==> config.mk <==
export PLATFORM = sky130hd
export DESIGN_NAME = adc_sampler_flat
export DESIGN_NICKNAME = d
export VERILOG_FILES = /design/src/rtl/adc_pkg.sv /design/src/rtl/adc_sampler_if.sv /design/src/rtl/adc_tick_gen.sv /design/src/rtl/adc_sampler.sv /design/src/flat_wrapper.sv
export SDC_FILE = /design/constraint.sdc
export NUM_CORES = 1
export LEC_CHECK = 0
export CAP_MARGIN = 20
export CORE_MARGIN = 1
export CORE_UTILIZATION = 53
export CTS_CLUSTER_SIZE = 10
export DETAILED_ROUTE_END_ITERATION = 16
export PLACE_DENSITY = 0.77
export SLEW_MARGIN = 20
export SYNTH_ARGS = -nofsm -noshare
export SYNTH_HDL_FRONTEND = slang
export SYNTH_SLANG_ARGS = --single-unit
==> constraint.sdc <==
create_clock -name clk -period 2.4 [get_ports clk]
set_input_delay 0.36 -clock clk [delete_from_list [all_inputs] [get_ports clk]]
set_output_delay 0.36 -clock clk [all_outputs]
set_load 0.01 [all_outputs]
==> src/rtl/adc_pkg.sv <==
// Shared constants, FSM state type and MCP3002 command-bit helper for the ADC sampler.
package adc_pkg;

  localparam int unsigned FRAME_BITS    = 16;
  localparam int unsigned CMD_BITS      = 4;
  localparam int unsigned DATA_MSB_IDX  = 5;
  localparam int unsigned DATA_LSB_IDX  = 14;

  localparam logic CMD_START  = 1'b1;
  localparam logic CMD_SGL    = 1'b1;
  localparam logic CMD_MSBF   = 1'b1;

  typedef enum logic [2:0] {
    StIdle,
    StSetup,
    StShift,
    StHold,
    StPush,
    StGap
  } adc_state_e;

  // Command bit driven on mosi during frame bit idx for channel ch.
  function automatic logic cmd_bit(logic [3:0] idx, logic ch);
    logic b;
    case (idx)
      4'd0:    b = CMD_START;
      4'd1:    b = CMD_SGL;
      4'd2:    b = ch;
      4'd3:    b = CMD_MSBF;
      default: b = 1'b0;
    endcase
    return b;
  endfunction

endpackage

==> src/rtl/adc_sampler_if.sv <==
// SPI ADC pins plus the two ADC queue load ports; master is the sampler side.
interface adc_sampler_if #(
  parameter int unsigned DATA_W = 10
);
  logic              sclk;
  logic              cs_n;
  logic              mosi;
  logic              miso;
  logic [DATA_W-1:0] out_adc0;
  logic              ld_adc0;
  logic              full_adc0;
  logic [DATA_W-1:0] out_adc1;
  logic              ld_adc1;
  logic              full_adc1;

  modport master (
    output sclk, cs_n, mosi, out_adc0, ld_adc0, out_adc1, ld_adc1,
    input  miso, full_adc0, full_adc1
  );

  modport slave (
    input  sclk, cs_n, mosi, out_adc0, ld_adc0, out_adc1, ld_adc1,
    output miso, full_adc0, full_adc1
  );
endinterface

==> src/rtl/adc_tick_gen.sv <==
// Prescaler: one-cycle tick every (pre+1)*TICK_DIV clk cycles.
module adc_tick_gen #(
  parameter int unsigned TICK_DIV = 100,
  parameter int unsigned PRE_W    = 10
) (
  input  logic             clk,
  input  logic             rst_n,
  input  logic [PRE_W-1:0] pre,
  output logic             tick
);

  localparam int unsigned CntW = PRE_W + $clog2(TICK_DIV) + 1;

  logic [CntW-1:0] cnt_q, cnt_d, limit;

  // >= so that lowering pre mid-period shortens the current period.
  always_comb begin
    limit = (CntW'(pre) + CntW'(1)) * CntW'(TICK_DIV) - CntW'(1);
    tick  = (cnt_q >= limit);
    cnt_d = tick ? '0 : cnt_q + CntW'(1);
  end

  always_ff @(posedge clk or negedge rst_n) begin
    if (!rst_n) cnt_q <= '0;
    else        cnt_q <= cnt_d;
  end

endmodule

==> src/rtl/adc_sampler.sv <==
// Drives an MCP3002-style SPI ADC once per prescaler tick and loads results into
// the ADC0/ADC1 queues with one-cycle strobes.
module adc_sampler
  import adc_pkg::*;
#(
  parameter int unsigned CLK_DIV  = 4,
  parameter int unsigned TICK_DIV = 100,
  parameter int unsigned PRE_W    = 10,
  parameter int unsigned DATA_W   = 10
) (
  input  logic             clk,
  input  logic             rst_n,
  input  logic [PRE_W-1:0] pre,
  input  logic [1:0]       en,
  input  logic             clr_flags,
  adc_sampler_if.master    bus,
  output logic             ovr,
  output logic             drop,
  output logic             busy
);

  localparam int unsigned DivW = $clog2(CLK_DIV);

  adc_state_e        state_q, state_d;
  logic [DivW-1:0]   div_q, div_d;
  logic              hi_q, hi_d;
  logic [3:0]        bit_q, bit_d;
  logic [1:0]        chset_q, chset_d;
  logic              ch_q, ch_d;
  logic [DATA_W-1:0] data_q, data_d, out0_q, out0_d, out1_q, out1_d;
  logic              sclk_q, sclk_d, cs_n_q, cs_n_d, mosi_q, mosi_d;
  logic              ld0_q, ld0_d, ld1_q, ld1_d;
  logic              ovr_q, ovr_d, drop_q, drop_d, busy_q, busy_d;
  logic              tick, div_last, q_full, drop_set;

  adc_tick_gen #(
    .TICK_DIV (TICK_DIV),
    .PRE_W    (PRE_W)
  ) u_tick_gen (
    .clk   (clk),
    .rst_n (rst_n),
    .pre   (pre),
    .tick  (tick)
  );

  assign div_last = (div_q == DivW'(CLK_DIV - 1));
  assign q_full   = ch_q ? bus.full_adc1 : bus.full_adc0;

  always_comb begin
    state_d  = state_q;
    div_d    = div_q;
    hi_d     = hi_q;
    bit_d    = bit_q;
    chset_d  = chset_q;
    ch_d     = ch_q;
    data_d   = data_q;
    out0_d   = out0_q;
    out1_d   = out1_q;
    sclk_d   = sclk_q;
    mosi_d   = mosi_q;
    ld0_d    = 1'b0;
    ld1_d    = 1'b0;
    drop_set = 1'b0;
    unique case (state_q)
      StIdle: begin
        if (tick && en != 2'b00) begin
          chset_d = en;
          ch_d    = ~en[0];
          state_d = StSetup;
          div_d   = '0;
          sclk_d  = 1'b0;
          mosi_d  = cmd_bit(4'd0, ~en[0]);
        end
      end
      StSetup: begin
        if (div_last) begin
          state_d = StShift;
          div_d   = '0;
          hi_d    = 1'b0;
          bit_d   = '0;
        end else begin
          div_d = div_q + DivW'(1);
        end
      end
      StShift: begin
        // First cycle with sclk high: capture D9..D0.
        if (hi_q && div_q == '0 && bit_q >= 4'(DATA_MSB_IDX) && bit_q <= 4'(DATA_LSB_IDX)) begin
          data_d = {data_q[DATA_W-2:0], bus.miso};
        end
        if (!div_last) begin
          div_d = div_q + DivW'(1);
        end else begin
          div_d = '0;
          if (!hi_q) begin
            hi_d   = 1'b1;
            sclk_d = 1'b1;
          end else if (bit_q == 4'(FRAME_BITS - 1)) begin
            state_d = StHold;
            sclk_d  = 1'b0;
            mosi_d  = 1'b0;
          end else begin
            hi_d   = 1'b0;
            sclk_d = 1'b0;
            bit_d  = bit_q + 4'd1;
            mosi_d = cmd_bit(bit_q + 4'd1, ch_q);
          end
        end
      end
      StHold: begin
        if (div_last) begin
          state_d = StPush;
          if (q_full) begin
            drop_set = 1'b1;
          end else if (ch_q) begin
            ld1_d  = 1'b1;
            out1_d = data_q;
          end else begin
            ld0_d  = 1'b1;
            out0_d = data_q;
          end
        end else begin
          div_d = div_q + DivW'(1);
        end
      end
      StPush: begin
        div_d = '0;
        if ((&chset_q) && !ch_q) begin
          state_d = StGap;
          ch_d    = 1'b1;
        end else begin
          state_d = StIdle;
        end
      end
      StGap: begin
        if (div_last) begin
          state_d = StSetup;
          div_d   = '0;
          mosi_d  = cmd_bit(4'd0, ch_q);
        end else begin
          div_d = div_q + DivW'(1);
        end
      end
      default: state_d = StIdle;
    endcase
    cs_n_d = (state_d inside {StIdle, StPush, StGap});
    busy_d = (state_d != StIdle);
    ovr_d  = (tick && state_q != StIdle) || (ovr_q && !clr_flags);
    drop_d = drop_set || (drop_q && !clr_flags);
  end

  always_ff @(posedge clk or negedge rst_n) begin
    if (!rst_n) begin
      state_q <= StIdle;
      div_q   <= '0;
      hi_q    <= 1'b0;
      bit_q   <= '0;
      chset_q <= '0;
      ch_q    <= 1'b0;
      data_q  <= '0;
      out0_q  <= '0;
      out1_q  <= '0;
      sclk_q  <= 1'b0;
      cs_n_q  <= 1'b1;
      mosi_q  <= 1'b0;
      ld0_q   <= 1'b0;
      ld1_q   <= 1'b0;
      ovr_q   <= 1'b0;
      drop_q  <= 1'b0;
      busy_q  <= 1'b0;
    end else begin
      state_q <= state_d;
      div_q   <= div_d;
      hi_q    <= hi_d;
      bit_q   <= bit_d;
      chset_q <= chset_d;
      ch_q    <= ch_d;
      data_q  <= data_d;
      out0_q  <= out0_d;
      out1_q  <= out1_d;
      sclk_q  <= sclk_d;
      cs_n_q  <= cs_n_d;
      mosi_q  <= mosi_d;
      ld0_q   <= ld0_d;
      ld1_q   <= ld1_d;
      ovr_q   <= ovr_d;
      drop_q  <= drop_d;
      busy_q  <= busy_d;
    end
  end

  assign bus.sclk     = sclk_q;
  assign bus.cs_n     = cs_n_q;
  assign bus.mosi     = mosi_q;
  assign bus.out_adc0 = out0_q;
  assign bus.ld_adc0  = ld0_q;
  assign bus.out_adc1 = out1_q;
  assign bus.ld_adc1  = ld1_q;
  assign ovr          = ovr_q;
  assign drop         = drop_q;
  assign busy         = busy_q;

endmodule

==> src/flat_wrapper.sv <==
// flat-port wrapper written by rule: the top's interface ports become plain ports
module adc_sampler_flat import adc_pkg::*;
#(
  parameter int unsigned CLK_DIV  = 4,
  parameter int unsigned TICK_DIV = 100,
  parameter int unsigned PRE_W    = 10,
  parameter int unsigned DATA_W   = 10
)
  (clk, rst_n, pre, en, clr_flags, ovr, drop, busy, bus_sclk, bus_cs_n, bus_mosi, bus_out_adc0, bus_ld_adc0, bus_out_adc1, bus_ld_adc1, bus_miso, bus_full_adc0, bus_full_adc1);
  adc_sampler_if #(.DATA_W(DATA_W)) bus_i ();
  input  logic clk;
  input  logic rst_n;
  input  logic [PRE_W-1:0] pre;
  input  logic [1:0] en;
  input  logic clr_flags;
  output logic ovr;
  output logic drop;
  output logic busy;
  output wire logic [$bits(bus_i.sclk)-1:0] bus_sclk;
  output wire logic [$bits(bus_i.cs_n)-1:0] bus_cs_n;
  output wire logic [$bits(bus_i.mosi)-1:0] bus_mosi;
  output wire logic [$bits(bus_i.out_adc0)-1:0] bus_out_adc0;
  output wire logic [$bits(bus_i.ld_adc0)-1:0] bus_ld_adc0;
  output wire logic [$bits(bus_i.out_adc1)-1:0] bus_out_adc1;
  output wire logic [$bits(bus_i.ld_adc1)-1:0] bus_ld_adc1;
  input wire logic [$bits(bus_i.miso)-1:0] bus_miso;
  input wire logic [$bits(bus_i.full_adc0)-1:0] bus_full_adc0;
  input wire logic [$bits(bus_i.full_adc1)-1:0] bus_full_adc1;
  assign bus_sclk = bus_i.sclk;
  assign bus_cs_n = bus_i.cs_n;
  assign bus_mosi = bus_i.mosi;
  assign bus_out_adc0 = bus_i.out_adc0;
  assign bus_ld_adc0 = bus_i.ld_adc0;
  assign bus_out_adc1 = bus_i.out_adc1;
  assign bus_ld_adc1 = bus_i.ld_adc1;
  assign bus_i.miso = bus_miso;
  assign bus_i.full_adc0 = bus_full_adc0;
  assign bus_i.full_adc1 = bus_full_adc1;
  adc_sampler #(.CLK_DIV(CLK_DIV), .TICK_DIV(TICK_DIV), .PRE_W(PRE_W), .DATA_W(DATA_W)) u_core (.clk(clk), .rst_n(rst_n), .pre(pre), .en(en), .clr_flags(clr_flags), .bus(bus_i), .ovr(ovr), .drop(drop), .busy(busy));
endmodule
==> run summary, run 1 <==
## Outcome
• **status** finished with violations
• **violations in the final reports** negative setup slack

## STA
• **max frequency** 186 MHz
• **max-slew violation count** 0
• **final count of negative-setup-slack endpoints** 29
• **pin slew with the least headroom to its limit** 0.760 ns
• **setup TNS after final layout** -80.82 ns
• **part of the cycle the worst path needs** 224%
• **number of hold violations in the final report** 0
• **max-slew headroom at the worst pin** 48.9%
• **worst-case setup margin in the final layout** -2.99 ns
• **post-route clock skew** 0.0116 ns
• **setup repair after global routing missed its margin** true
• **fin crit period** 5.39 ns
• **minimum hold slack** 0.0334 ns

## Synthesis
• **Syn Area/Cell** 9.48 um2
• **count of cell types in the netlist** 59
• **EDFF count, synth** 0
• **Post-synth top cells** sky130_fd_sc_hd__dfrtp_1, sky130_fd_sc_hd__ha_1, sky130_fd_sc_hd__nand2_1, sky130_fd_sc_hd__nor2_1, sky130_fd_sc_hd__inv_1
• **asr flop ratio synth** 100%
• **area share of the leading cell type in the synthesized netlist** 34.2%
• **number of instances in the synthesized netlist** 525
• **Warnings, synthesis** 0
• **cell type with the highest aggregate area in the netlist** sky130_fd_sc_hd__dfrtp_1
• **Post-Syn Area** 4980 um2
• **net count after synthesis** 612
• **Most used DFF post-synth** sky130_fd_sc_hd__dfrtp_1
• **sequential element share of the synthesized area** 34.7%
• **number of storage elements in the synthesis netlist** 69
• **most frequently used cell type in the post-synthesis netlist** sky130_fd_sc_hd__dfrtp_1
• **top cells by area, synth** sky130_fd_sc_hd__dfrtp_1, sky130_fd_sc_hd__ha_1, sky130_fd_sc_hd__xnor2_1

## Worst setup path
• **register-to-register setup slack** -0.05 ns
• **data arrival time at the worst-slack endpoint** 5.60 ns
• **worst flop-to-flop path startpoint** u_core.u_tick_gen.cnt_q[4]$_DFF_PN0_
• **worst reg-to-reg path cell count** 8
• **critical path class** in2reg
• **terminus of the critical flop-to-flop path** u_core.busy$_DFF_PN0_
• **CP required** 2.61 ns
• **endpoint kind of the worst setup timing path** flop
• **highest fanout seen on the critical path** 5
• **CP Launch Type** input pin

## Floorplan
• **number of cell rows** 34
• **core region area** 8890 um2
• **die height** 98.9 um
• **horizontal extent of the die** 98.9 um
• **top-level port count** 46
• **die footprint** 9780 um2
• **starting density of the core** 56.0%

## Power and ir drop
• **net switching power** 0.00192 W
• **Gate power share** 50.6%
• **Pint** 0.00331 W
• **portion of total power attributed to sequential cells** 27.7%
• **fraction of power consumed by the clock network** 21.7%
• **power density normalized to cell area** 737 nW/um2
• **Leak Pwr** 3.50 nW
• **sum of internal, switching and leakage power** 0.00523 W
• **switching part of the total power** 36.7%
• **Max IR drop VDD** 0.659 mV

## Detailed routing
• **final WL** 13,400 um
• **Iter 0 DRT Violations** 216
• **drc violations** 0
• **vias post-DR** 4,414
• **post-detailed-route via-to-cell ratio** 5.65
• **Antenna Violating Nets Remaining** 0
• **average detailed-routed wire length per instance** 17.1 um
• **first-pass iteration count of the detailed router** 5

## Clocking
• **htree depth** 3
• **clk_lat worst skew** 0.34 ns
• **TritonCTS buffer count** 9
• **number of buffers inserted by hold repair at cts** 0
• **clock root buffer** sky130_fd_sc_hd__clkbuf_8
• **number of sinks driven by the clock tree** 69
• **Clk pin slew, worst setup/hold paths** 0.08 ns
• **Clock Tree Buf Depth** 2
• **clock tree from TritonCTS** done

## Layout
• **final layout net count** 756
• **fraction of layout instances using a drive strength above 1** 32.1%
• **antenna fix cells** 0
• **Final Cell Area** 7100 um2
• **count of placed standard cells in the final layout, fillers left out** 781
• **synth-to-layout area growth** 42.6%

## Place
• **number of buffers added on ports** 45
• **GPL Wtd Cong** 0.834
• **post-DP HPWL** 8180 um
• **cell count after placement** 749
• **post-detailed-placement cell area** 6200 um2

## Global routing
• **number of antenna violations at the first check in global routing** 0
• **maximum number of pins on one net before global-route repair** 70
• **via count of the first global-routing pass** 4,459
• **overflow left after global routing** 0
• **Overall Global Routing Usage** 25.8%
• **global-route wire length before repair** 20,400 um

## Run
• **maxcap violations** 0

## Worst hold path
• **min-delay worst type** in2async

[per-stage QoR]
stage	setup WS [ns]	utilization, %
6_report	-2.99	79.8
5_1_grt	-3.14	79.8
4_1_cts	-2.90	75.7
3_5_place_dp	-3.84	69.7
3_3_place_gp	-3.68	69.7
2_1_floorplan	-3.19	-
[placed cells by master, fill, tap and decap left out, drive strengths merged, types with 4 or more instances in the layout]
| master | netlist | final |
|---|---|---|
| nand3 | 16 | 16 |
| nand2 | 62 | 62 |
| xor2 | 25 | 25 |
| xnor2 | 28 | 28 |
| nor2 | 46 | 46 |
| and3 | 13 | 13 |
| a21o | 13 | 13 |
| dfrtp | 68 | 68 |
| buf | 3 | 105 |
| nand2b | 5 | 5 |
| inv | 41 | 42 |
| mux2 | 21 | 21 |
| a211oi | 4 | 4 |
| ha | 64 | 64 |
| o21ai | 21 | 21 |
| fa | 5 | 5 |
| or3 | 5 | 5 |
| nand4 | 7 | 7 |
| clkbuf | 9 | 10 |
| nor3 | 4 | 4 |
| clkdlybuf4s50 | 0 | 36 |
| a21oi | 14 | 14 |
[power groups by stage]
stage | clock (W) | sequential, W | combinational (W)
finish | 0.00113 | 0.00145 | 0.00265
global route | 0.00120 | 0.00147 | 0.00289
CTS | 0.00114 | 0.00144 | 0.00245
detailed placement | 0 | 0.00146 | 0.00221
global placement | 0 | 0.00145 | 0.00213
floorplan | 0 | 0.00142 | 0.00140
[area by class of cell]
| class | count | area (um2) |
|---|---|---|
| fill | 512 | 1790 |
| multi-input combinational | 403 | 3540 |
| clock inverter | 6 | 111 |
| tap | 108 | 135 |
| clock buffer | 9 | 124 |
| inverter | 41 | 154 |
| sequential | 69 | 1730 |
| timing repair buffer | 145 | 1310 |
[registers in the layout, indices dropped and copies added, names as in the netlist, 2 cells and up]
| signal | flops |
|---|---|
| u_core.u_tick_gen.cnt_q | 18 |
| u_core.bus.out_adc0 | 10 |
| u_core.bus.out_adc1 | 10 |
| u_core.data_q | 10 |
| u_core.bit_q | 4 |
| u_core.state_q | 3 |
| u_core.chset_q | 2 |
| u_core.div_q | 2 |
[layer usage]
metal,global-route usage [%],share of wire [%],vias to the layer above
met5,0,0,-
met4,8.73,3.3,0
met1,30.9,39,2147
met3,2.70,3.4,43
met2,48.3,54,129
li1,-,-,2095
[how the worst max path moves through the flow]
| stage | from | end | slack, ns | cells after the start |
|---|---|---|---|---|
| 3_5_place_dp | pre[2] | u_core.busy$_DFF_PN0_ | -3.84 | 27 |
| 5_1_grt | pre[3] | u_core.busy$_DFF_PN0_ | -3.14 | 25 |
| 2_1_floorplan | pre[0] | u_core.busy$_DFF_PN0_ | -3.19 | 23 |
| 6_report | pre[3] | u_core.busy$_DFF_PN0_ | -2.99 | 25 |
| 3_3_place_gp | pre[2] | u_core.busy$_DFF_PN0_ | -3.68 | 27 |
| 4_1_cts | pre[3] | u_core.busy$_DFF_PN0_ | -2.90 | 22 |
[worst max-delay path, stage by stage]
cell                        delay (ns)
sky130_fd_sc_hd__buf_6            0.07
sky130_fd_sc_hd__and3_4           0.18
sky130_fd_sc_hd__and3_4           0.25
sky130_fd_sc_hd__xor2_1           0.20
sky130_fd_sc_hd__ha_1             0.26
sky130_fd_sc_hd__ha_1             0.30
sky130_fd_sc_hd__inv_1            0.05
sky130_fd_sc_hd__fa_1             0.50
sky130_fd_sc_hd__inv_1            0.06
sky130_fd_sc_hd__ha_4             0.28
sky130_fd_sc_hd__buf_6            0.11
sky130_fd_sc_hd__a21boi_1         0.17
sky130_fd_sc_hd__o2bb2ai_1        0.17
sky130_fd_sc_hd__a22oi_2          0.08
sky130_fd_sc_hd__or3_4            0.43
sky130_fd_sc_hd__nor4_4           0.17
sky130_fd_sc_hd__xnor2_1          0.17
sky130_fd_sc_hd__ha_1             0.29
sky130_fd_sc_hd__a21o_1           0.18
sky130_fd_sc_hd__a21o_1           0.18
sky130_fd_sc_hd__a21oi_2          0.12
sky130_fd_sc_hd__o21ai_1          0.07
sky130_fd_sc_hd__a21o_1           0.19
sky130_fd_sc_hd__a311o_1          0.34
sky130_fd_sc_hd__or3_1            0.39
[kinds of logic (layout without fill, tap and decap cells)]
| logic type | count (synthesis) | in the layout | synth area share, % |
|---|---|---|---|
| mux | 23 | 23 | 5.15 |
| flops | 69 | 69 | 34.7 |
| compound gates | 79 | 79 | 10.9 |
| simple gates | 178 | 178 | 17.1 |
| buf+inv | 53 | 201 | 4.17 |
| xor+xnor | 54 | 54 | 9.78 |
| fa+ha+maj | 69 | 69 | 18.1 |
[timing repair]
action	4_1_cts	5_1_grt
gates cloned	0	1
pin swaps	40	13
resized for setup	75	40
setup buffers	6	11
endpoints found under the setup margin	29	29
No activity file was read; power rests on OpenSTA's default activity.
==> run 2: changes to the inputs <==
Settings changed: CORE_UTILIZATION 53 to 58, DONT_BUFFER_PORTS from default to 1, PLACE_DENSITY 0.77 to 0.76.
==> run 2 against run 1 <==
  * The run still ends with negative setup slack left
  * Die area shrank 8.4%
  * Power down 4.9%
  * Maximum frequency rose by 2.6%
  * Critical endpoint is now u_core.bus.mosi$_DFFE_PN0P_
  * Highest routed layer unchanged
==> run summary, run 2 (synthesis gave the netlist of run 1 again) <==
## Outcome
• **status** finished with violations, unchanged
• **violations in the final reports** negative setup slack, unchanged

## Floorplan
• **top-level port count** 46, unchanged
• **die height** 94.6 um, was 98.9 um
• **die footprint** 8960 um2, was 9780 um2
• **horizontal extent of the die** 94.6 um, was 98.9 um
• **core region area** 8260 um2, was 8890 um2
• **starting density of the core** 60.3%, was 56.0%
• **number of cell rows** 33, was 34

## Layout
• **area used by sequential logic in the layout** 1730 um2, unchanged
• **fraction of layout instances using a drive strength above 1** 30.6%, was 32.1%
• **fraction of the core area covered by cells at the end of the flow** 76.7%, was 79.8%
• **register with the most flip-flops** u_core.u_tick_gen.cnt_q, unchanged
• **final layout net count** 700, was 756
• **highest-count cells in the layout ignoring fill and taps** sky130_fd_sc_hd__buf_4, sky130_fd_sc_hd__dfrtp_1, sky130_fd_sc_hd__nand2_1, unchanged
• **synth-to-layout area growth** 27.2%, was 42.6%
• **area used by multi-input combinational logic** 3380 um2, was 3540 um2
• **max FFs per register** 18, unchanged
• **most frequent standard cell in the layout excluding fill and tap cells** sky130_fd_sc_hd__buf_4, unchanged
• **filler cell count in the final layout** 530, was 512
• **antenna fix cells** 0, unchanged

## Place
• **GPL Wtd Cong** 0.872, was 0.834
• **number of buffers added on ports** 0, was 45
• **placement-stage worst setup slack** -3.39 ns, was -3.84 ns
• **post-DP HPWL** 7820 um, was 8180 um

## Global routing
• **overflow left after global routing** 0, unchanged
• **number of antenna violations at the first check in global routing** 0, unchanged
• **via count of the first global-routing pass** 4,053, was 4,459
• **Overall Global Routing Usage** 26.4%, was 25.8%
• **global-route wire length before repair** 18,200 um, was 20,400 um
• **maximum number of pins on one net before global-route repair** 70, unchanged

## STA
• **max frequency** 190 MHz, was 186 MHz
• **setup repair after global routing missed its margin** true, unchanged
• **number of hold violations in the final report** 0, unchanged
• **pin slew with the least headroom to its limit** 0.564 ns, was 0.760 ns
• **fin crit period** 5.25 ns, was 5.39 ns
• **max-slew violation count** 0, unchanged
• **max-slew headroom at the worst pin** 62.1%, was 48.9%
• **minimum hold slack** 0.0956 ns, was 0.0334 ns
• **final count of negative-setup-slack endpoints** 29, unchanged
• **worst-case setup margin in the final layout** -2.85 ns, was -2.99 ns
• **part of the cycle the worst path needs** 219%, was 224%
• **post-route clock skew** 0.00871 ns, was 0.0116 ns

## Worst setup path
• **register-to-register setup slack** -0.02 ns, was -0.05 ns
• **data arrival time at the worst-slack endpoint** 5.48 ns, was 5.60 ns
• **worst flop-to-flop path startpoint** u_core.u_tick_gen.cnt_q[11]$_DFF_PN0_, was u_core.u_tick_gen.cnt_q[4]$_DFF_PN0_
• **worst-path cell with the longest stage delay** sky130_fd_sc_hd__fa_1, unchanged
• **endpoint kind of the worst setup timing path** flop, unchanged
• **CP required** 2.63 ns, was 2.61 ns
• **Max stage delay on crit path** 0.50 ns, about the same
• **worst reg-to-reg path cell count** 10, was 8
• **Top cell by count, worst path** sky130_fd_sc_hd__a21o_1
• **terminus of the critical flop-to-flop path** u_core.bus.mosi$_DFFE_PN0P_, was u_core.busy$_DFF_PN0_
• **timing endpoint of the critical path** u_core.bus.mosi$_DFFE_PN0P_, was u_core.busy$_DFF_PN0_
• **highest fanout seen on the critical path** 5, unchanged
• **critical path class** in2reg, unchanged
• **CP Launch Type** input pin, unchanged
• **crit path launch** pre[3], unchanged

## Clocking
• **clock tree from TritonCTS** done, unchanged
• **clock root buffer** sky130_fd_sc_hd__clkbuf_8, unchanged
• **number of sinks driven by the clock tree** 69, unchanged
• **htree depth** 3, unchanged
• **TritonCTS buffer count** 9, unchanged
• **Clock Tree Buf Depth** 2, unchanged
• **Clk pin slew, worst setup/hold paths** 0.07 ns, was 0.08 ns
• **clk_lat worst skew** 0.35 ns, was 0.34 ns

## Detailed routing
• **vias post-DR** 4,049, was 4,414
• **drc violations** 0, unchanged
• **final WL** 11,700 um, was 13,400 um
• **Iter 0 DRT Violations** 118, was 216
• **first-pass iteration count of the detailed router** 4, was 5
• **average detailed-routed wire length per instance** 16.2 um, was 17.1 um
• **post-detailed-route via-to-cell ratio** 5.61, was 5.65
• **Antenna Violating Nets Remaining** 0, unchanged

## Power and ir drop
• **Leak Pwr** 3.20 nW, was 3.50 nW
• **Max IR drop VDD** 0.844 mV, was 0.659 mV
• **power density normalized to cell area** 786 nW/um2, was 737 nW/um2

## Worst hold path
• **min-delay worst type** in2reg, was in2async

## Run
• **maxcap violations** 0, unchanged

## run 2: final cells by class
| cell class | count | share of cell area [%] |
|---|---|---|
| repair buffers | 89 | 11.4 |
| flip-flops and latches | 69 | 27.3 |
| well taps | 105 | 2.08 |
| clock inverters | 6 | 1.40 |
| clock buffers | 9 | 1.96 |
| inverters | 41 | 2.43 |
| multi-input cells | 403 | 53.4 |
## run 2: worst max-delay path: cells and delay by family
kind,cells,cell delay [ns]
buffers and inverters,5,0.50
adder cells (fa/ha/maj),5,1.61
AND/OR/NAND/NOR,4,0.98
XOR/XNOR,3,0.51
AO/OA/AOI/OAI,10,1.53
## run 2: routing by layer
metal	GRT usage, %	part of all wire, %	routed length [um]
met1	32.1	42	4880
met5	0	0	0
met3	4.11	3.9	459
met2	47.4	52	6130
met4	8.71	1.9	228
## run 2: metrics by stage
stage / TNS, ns / total power [W] / area [um2] / cells
after floorplan: -83.51 / 0.00283 / 5050 / 525
after global placement: -85.38 / 0.00347 / 5680 / 693
after detailed placement: -89.30 / 0.00356 / 5680 / 693
after CTS: -71.32 / 0.00485 / 6170 / 718
after global routing: -80.21 / 0.00529 / 6330 / 722
final: -74.91 / 0.00498 / 6330 / 722
## run 2: timing repair
action                                  CTS  global route
cloned                                    0             0
setup buffers                             8             4
pin swaps                                37            13
gates resized for setup                  28            32
endpoints found under the setup margin   29            29
hold endpoints to repair                 69             0
hold buffers                              2             0
## run 2: power breakdown
group / internal, W / switching, W / leakage (nW)
Clock: 0.000579 / 0.000445 / 0.101
Sequential: 0.00129 / 0.000158 / 0.928
Combinational: 0.00127 / 0.00123 / 2.17
## run 2: how the worst min path moves through the flow
stage	start	to	slack, ns	depth (start not counted)
global route	clr_flags	u_core.ovr$_DFF_PN0_	0.11	1
floorplan	rst_n	u_core.bit_q[0]$_DFFE_PN0P_	0.06	0
global placement	rst_n	u_core.bus.mosi$_DFFE_PN0P_	0.07	0
CTS	clr_flags	u_core.drop$_DFF_PN0_	0.1	1
finish	clr_flags	u_core.ovr$_DFF_PN0_	0.1	1
detailed placement	rst_n	u_core.bus.mosi$_DFFE_PN0P_	0.07	0
